## config.mk

```make
export PLATFORM = sky130hd
export DESIGN_NAME = fifo_drain_ctrl
export DESIGN_NICKNAME = d
export VERILOG_FILES = /design/src/rtl/fifo_drain_ctrl.sv
export SDC_FILE = /design/constraint.sdc
export NUM_CORES = 1
export LEC_CHECK = 0
export BUFFER_PORTS_ARGS = -buffer_cell sky130_fd_sc_hd__buf_2
export CAP_MARGIN = 20
export CORE_MARGIN = 2
export CORE_UTILIZATION = 45
export DETAILED_ROUTE_END_ITERATION = 8
export GPL_TIMING_DRIVEN = 0
export PLACE_DENSITY = 0.7
export SLEW_MARGIN = 15
export SYNTH_ARGS = -nofsm -noshare
export SYNTH_HDL_FRONTEND = slang
export SYNTH_SLANG_ARGS = --single-unit
```

## constraint.sdc

```tcl
create_clock -name clk -period 6.7 [get_ports clk]
set_clock_uncertainty 0.2 [all_clocks]
set_input_delay 1.675 -clock clk [delete_from_list [all_inputs] [get_ports clk]]
set_output_delay 1.675 -clock clk [all_outputs]
set_load 0.1 [all_outputs]
```

## src/rtl/fifo_drain_ctrl.sv

```systemverilog
// Read-side FIFO drain controller: pops FIFO words and streams them out in order on valid/ready.
// Latency: a word appears on data_out 2 cycles after its fifo_rd (memory read + capture).
// Backpressure: a 2-entry skid buffer absorbs the read pipeline; fifo_rd stalls when it would overfill.
module fifo_drain_ctrl #(
  parameter int BW    = 4,
  parameter int CNT_W = 8
) (
  input  logic             clk,
  input  logic             reset_L,
  input  logic             enable,
  input  logic             flush,
  input  logic             fifo_empty,
  input  logic             fifo_almost_empty,
  input  logic [BW-1:0]    fifo_data_out,
  output logic             fifo_rd,
  output logic [BW-1:0]    data_out,
  output logic             valid_out,
  input  logic             ready_in,
  output logic [CNT_W-1:0] pop_count,
  output logic             busy
);

  typedef enum logic [1:0] {
    IDLE  = 2'd0,
    FILL  = 2'd1,
    DRAIN = 2'd2
  } state_t;

  state_t        state;
  state_t        state_nxt;
  logic [1:0]    occ;        // words held in head/spare
  logic          infl;       // a read issued last cycle whose data arrives now
  logic [BW-1:0] head;
  logic [BW-1:0] spare;
  logic [BW-1:0] head_nxt;
  logic [BW-1:0] spare_nxt;
  logic          pop;
  logic [2:0]    pending;    // words owned after this cycle's pop, before any new read
  logic [1:0]    occ_after_pop;

  assign valid_out     = (occ != 2'd0);
  assign data_out      = head;
  assign pop           = valid_out & ready_in;
  assign pending       = 3'(occ) + 3'(infl) - 3'(pop);
  assign occ_after_pop = occ - 2'(pop);

  // A read is only launched if its word is guaranteed a buffer slot two cycles later.
  // Held low during reset so nothing is popped from the FIFO that would then be lost.
  assign fifo_rd = reset_L & (state == DRAIN) & enable & ~fifo_empty & (pending < 3'd2);

  assign busy = (state == DRAIN) | (occ != 2'd0) | infl;

  // Next-state logic for the drain FSM.
  always_comb begin
    state_nxt = state;
    case (state)
      IDLE: begin
        if (enable) state_nxt = FILL;
      end
      FILL: begin
        if (!enable) state_nxt = IDLE;
        else if (!fifo_empty && (!fifo_almost_empty || flush)) state_nxt = DRAIN;
      end
      DRAIN: begin
        if (!enable) state_nxt = IDLE;
        else if (fifo_empty && !flush) state_nxt = FILL;
      end
      default: state_nxt = IDLE;
    endcase
  end

  // Skid buffer: pop shifts spare into head first, then the arriving word fills the first free slot.
  always_comb begin
    head_nxt  = head;
    spare_nxt = spare;
    if (pop) head_nxt = spare;
    if (infl) begin
      if (occ_after_pop == 2'd0) head_nxt = fifo_data_out;
      else spare_nxt = fifo_data_out;
    end
  end

  // State, buffer and counter registers with synchronous reset.
  always_ff @(posedge clk) begin
    if (!reset_L) begin
      state     <= IDLE;
      occ       <= 2'd0;
      infl      <= 1'b0;
      head      <= '0;
      spare     <= '0;
      pop_count <= '0;
    end else begin
      state <= state_nxt;
      occ   <= pending[1:0];
      infl  <= fifo_rd;
      head  <= head_nxt;
      spare <= spare_nxt;
      if (pop) pop_count <= pop_count + CNT_W'(1);
    end
  end

endmodule

```

# Word-level counts from Yosys, hierarchy flattened
# Index checks and enable logic that the tools add are counted.
[totals]
reg_bits = 21
inputBits = 11
out_inout_bits = 15
word_cells = 45
[op_classes]
add_sub_neg = 4
magnitude_cmp = 1
n_eq_ne = 5
mux = 9
bitwise = 9
n_reduce_logical = 11
[op_table]
columns = ["operator", "n"]
rows = [
  ["$mux 4", 3],
  ["$mux 2", 5],
  ["$add 8x1->8 const B", 1],
  ["$pmux 2 s3", 1],
  ["$and 1x1->1", 5],
  ["$logic_not 2->1", 2],
  ["$add 2x1->3", 1],
  ["$logic_not 1->1", 3],
  ["$lt 3x2->1 const B", 1],
  ["$ne 3x2->1 const B", 1],
  ["$ne 3x3->1 const B", 1],
  ["$reduce_and 3->1", 1],
  ["$sub 3x1->3", 1],
  ["$eq 2x1->1 const B", 1],
  ["$eq 2x2->1 const B", 1],
  ["$logic_and 1x1->1", 2],
  ["$ne 2x2->1 const B", 1],
  ["$not 1->1", 2],
  ["$or 1x1->1", 2],
  ["$reduce_and 2->1", 1],
  ["$reduce_bool 2->1", 1],
  ["$sub 2x1->2", 1],
  ["$logic_or 1x1->1", 1],
]

# Depth between registers and ports, before layout
[logic_depth]
word_depth = 6
mapped_depth = 8
mapped_depth_nobuf = 8

# Worst setup path before layout
# Ideal clock, no wire load.
[synth_path]
path_type = "input -> output"
from = "in ready_in"
to = "out fifo_rd"
arrival_time_ns = 5.643
required_ns = 4.825
slack_ns = -0.818
stages = 7
n_path_buf = 1
path_cell_list = "o21a_1 -> buf_4 -> nand2b_1 -> nand2_1 -> ha_1 -> fa_1 -> nor4_1"
[synth_between]
elab_chain_cells = 4
[synth_rtl]
columns = ["item", "line", "text"]
rows = [
  ["start, declared", "18", "input logic ready_in,"],
  ["$and 1x1->1", "43", "assign pop = valid_out & ready_in;"],
  ["$sub 3x1->3", "44", "assign pending = 3'(occ) + 3'(infl) - 3'(pop);"],
  ["via pending[1]", "38", "logic [2:0] pending;"],
  ["$lt 3x2->1", "49", "assign fifo_rd = reset_L & (state == DRAIN) & enable & ~fifo_empty & (pending < 3'd2);"],
  ["$and 1x1->1", "49", ""],
  ["end, declared", "15", "output logic fifo_rd,"],
]
# The timed path passes the listed nets, and every way through them passes these cells.

# Worst setup path in the final report
# Ends and elaborated chain as after synthesis.

==> results.yml <==
run_status:
  status: "finished clean"
routing:
  drt_iter0_drc: 4
  dr.pass1.iters: 3
  viasPerCell: 5.019
  vias: 803
  drc: 0
  wl_per_cell_um: 11.46
  ant_nets: 0
  wl_um: 1834
floorplan:
  die_w_um: 50.06
  die_h_um: 50.06
  start_util: 0.4817
  coreArea_um2: 1982
  dieArea_um2: 2506
  placementRows: 16
  ioPinCount: 26
yosys:
  yosysSeqAreaShare: 0.4404
  synth_area_um2: 954.7
  synth.distinct_cells: 31
  syn_inst: 105
  synth_seq_cells: 21
  avgSynthCellArea_um2: 9.092
  synth.yosys.warnings: 0
  syn_nets: 119
pwr:
  irDropWorstVdd_mv: 0.2684
  power_leakage_uw: 0.0005298
  p_per_area_nw_per_um2: 354.4
  total_power_uw: 404.8
finish:
  layout_commonest_cell: "buf_2"
  fillers: 186
  seq_area_um2: 420.4
  final_cell_mix: "25 x buf_2, 21 x dfxtp_1, 19 x nand2_1"
  area_growth_pct: 19.66
  utilization: 0.5764
  multi_input_area_um2: 513.0
  fin_nets: 148
  diodes: 0
  drive_gt1_frac: 0.2556
sta:
  grt_setup_unrepaired: "no"
  worstMarginPinSlew_ns: 0.4857
  timing.hold.ws_ns: 0.2852
  fmax_mhz: 180.9
  finalMaxSlewViolations: 0
  hold_violations: 0
  final.min_clock_period_ns: 5.528
  setup-violations-final: 0
  fin_crit_sh: 0.8251
  relSlewSlack: 0.6784
  tns_ns: 0
worst_setup_path:
  worstPathArrival_ns: 3.65
  path_class: "input pin to primary output"
  critical_path.endpoint_type: "primary output"
  start_kind: "input pin"
  crit_chain: "buf_2 > o21a_1 > buf_4 > nand2b_1 > nand2_1 > ha_1 > fa_1 > nor4_2 > buf_2"
  critical_path_buf_inv_count: 3
  max_stage_delay_ns: 0.49
  crit_family: "buffers and inverters"
  crit_top_cell: "buf_2"
  critPathSlowestCell: "fa_1"
  cp_max_fo: 10
  crit_required_ns: 4.83
job:
  cap_viol_max_count: 0
global_route:
  gr-total-overflow: 0
  grt_max_degree: 13
  antenna_found_initial: 0
  grt_pass1_wl_um: 3029
  grtUsageTotal: 0.1581
  grt_pass1_vias: 736
clock_tree:
  cts_buffers: 3
  htreeDepth: 1
  root_buffer: "clkbuf_4"
  clk_pin_slew_ns: 0.12
  cts_tree: "yes"
  cts_sinks: 21
  post_cts_buffers: 0
  cts-hold-fix-buffers: 0
  cts_max_path_buffers: 2
  insertion_delay_ns: 0.31
  cts.repair.resized: 0
placement:
  dp_hpwl_um: 1360
  place_congestion: 0.7262
  io_buffer_count: 24
hold_path:
  hold_class: "register to register"
[cells in the mapped netlist]
cell type / count / area (um2)
a31oi_1: 4 / 25.02
xnor2_1: 7 / 61.31
ha_1: 2 / 25.02
o2111a_1: 1 / 11.26
fa_1: 1 / 20.02
o21ba_2: 1 / 10.01
nor2b_1: 6 / 37.54
a21boi_0: 1 / 7.510
mux2i_1: 4 / 40.04
nand4_1: 3 / 18.77
o21a_1: 1 / 7.510
nand2_1: 19 / 71.32
o21ai_2: 1 / 8.760
nand3b_1: 1 / 7.510
and2_1: 9 / 56.30
or3b_1: 1 / 8.760
or3_1: 1 / 6.260
and3_1: 1 / 6.260
nand2b_1: 1 / 6.260
a21oi_1: 3 / 15.01
xor2_1: 1 / 8.760
nand3_1: 1 / 5.000
inv_1: 2 / 7.510
buf_2: 1 / 5.000
o21ai_1: 4 / 20.02
buf_4: 1 / 7.510
clkbuf_1: 2 / 7.510
nor2_1: 1 / 3.750
nor4_1: 2 / 12.51
dfxtp_1: 21 / 420.4
or2_2: 1 / 6.260
[worst reg2reg max path: stages (launching register included)]
cell,delay [ns]
dfxtp_1,0.40
or2_2,0.33
nand2_1,0.21
nand2_1,0.09
nand2_1,0.07
ha_1,0.15
fa_1,0.46
nor4_1,0.26
[power breakdown]
group / internal (uW) / switching, uW / total [uW]
Sequential: 134 / 12.4 / 146
Combinational: 45.8 / 151 / 197
Clock: 22.3 / 39.3 / 61.6
[final timing paths]
check / start / to / slack, ns / cells after the start
worst max-delay path: ready_in / fifo_rd / 1.17 / 9
worst min-delay path: spare[3] / data_out[3] / 0.29 / 2
worst max register to register: occ[1] / infl / 4.47 / 7
worst min register to register: spare[3] / data_out[3] / 0.29 / 2
[logic make-up (layout without fill, tap and decap cells)]
group / count (synthesis) / after routing / share of synthesized area
AO/OA/AOI/OAI: 16 / 16 / 0.1101
XOR/XNOR: 8 / 8 / 0.07340
adder cells (fa/ha/maj): 3 / 3 / 0.04718
buffers and inverters: 6 / 34 / 0.02884
flip-flops: 21 / 21 / 0.4404
multiplexers: 4 / 4 / 0.04194
AND/OR/NAND/NOR: 47 / 47 / 0.2582
[per-layer routing]
layer  GRT usage  up-vias  routed length [um]
met5           0        -                   0
met4     0.05556        0                  10
met3     0.02727        2                  81
met2      0.2785       17                 895
met1      0.1902      374                 848
li1            -      410                   -
[sequential cells by signal, summed over array words and instances, names as in the netlist]
register / count
spare: 4
pop_count: 8
infl: 1
occ: 2
data_out: 4
state: 2
[metrics by stage]
step	std cells	setup slack, ns	area (um2)
3_3_place_gp	156	1.204	1115
5_1_grt	160	1.047	1142
2_1_floorplan	105	0.3431	960.9
3_5_place_dp	156	1.165	1115
6_report	160	1.172	1142
4_1_cts	160	1.158	1142
[final cells by class]
class,count,area share
Sequential cell,21,0.3680
Buffer,4,0.01752
Inverter,2,0.006572
Clock buffer,3,0.01972
Timing Repair Buffer,24,0.1051
Multi-Input combinational cell,78,0.4491
Clock inverter,1,0.004381
Tap cell,27,0.02957
Power figures use the tool's default switching activity.
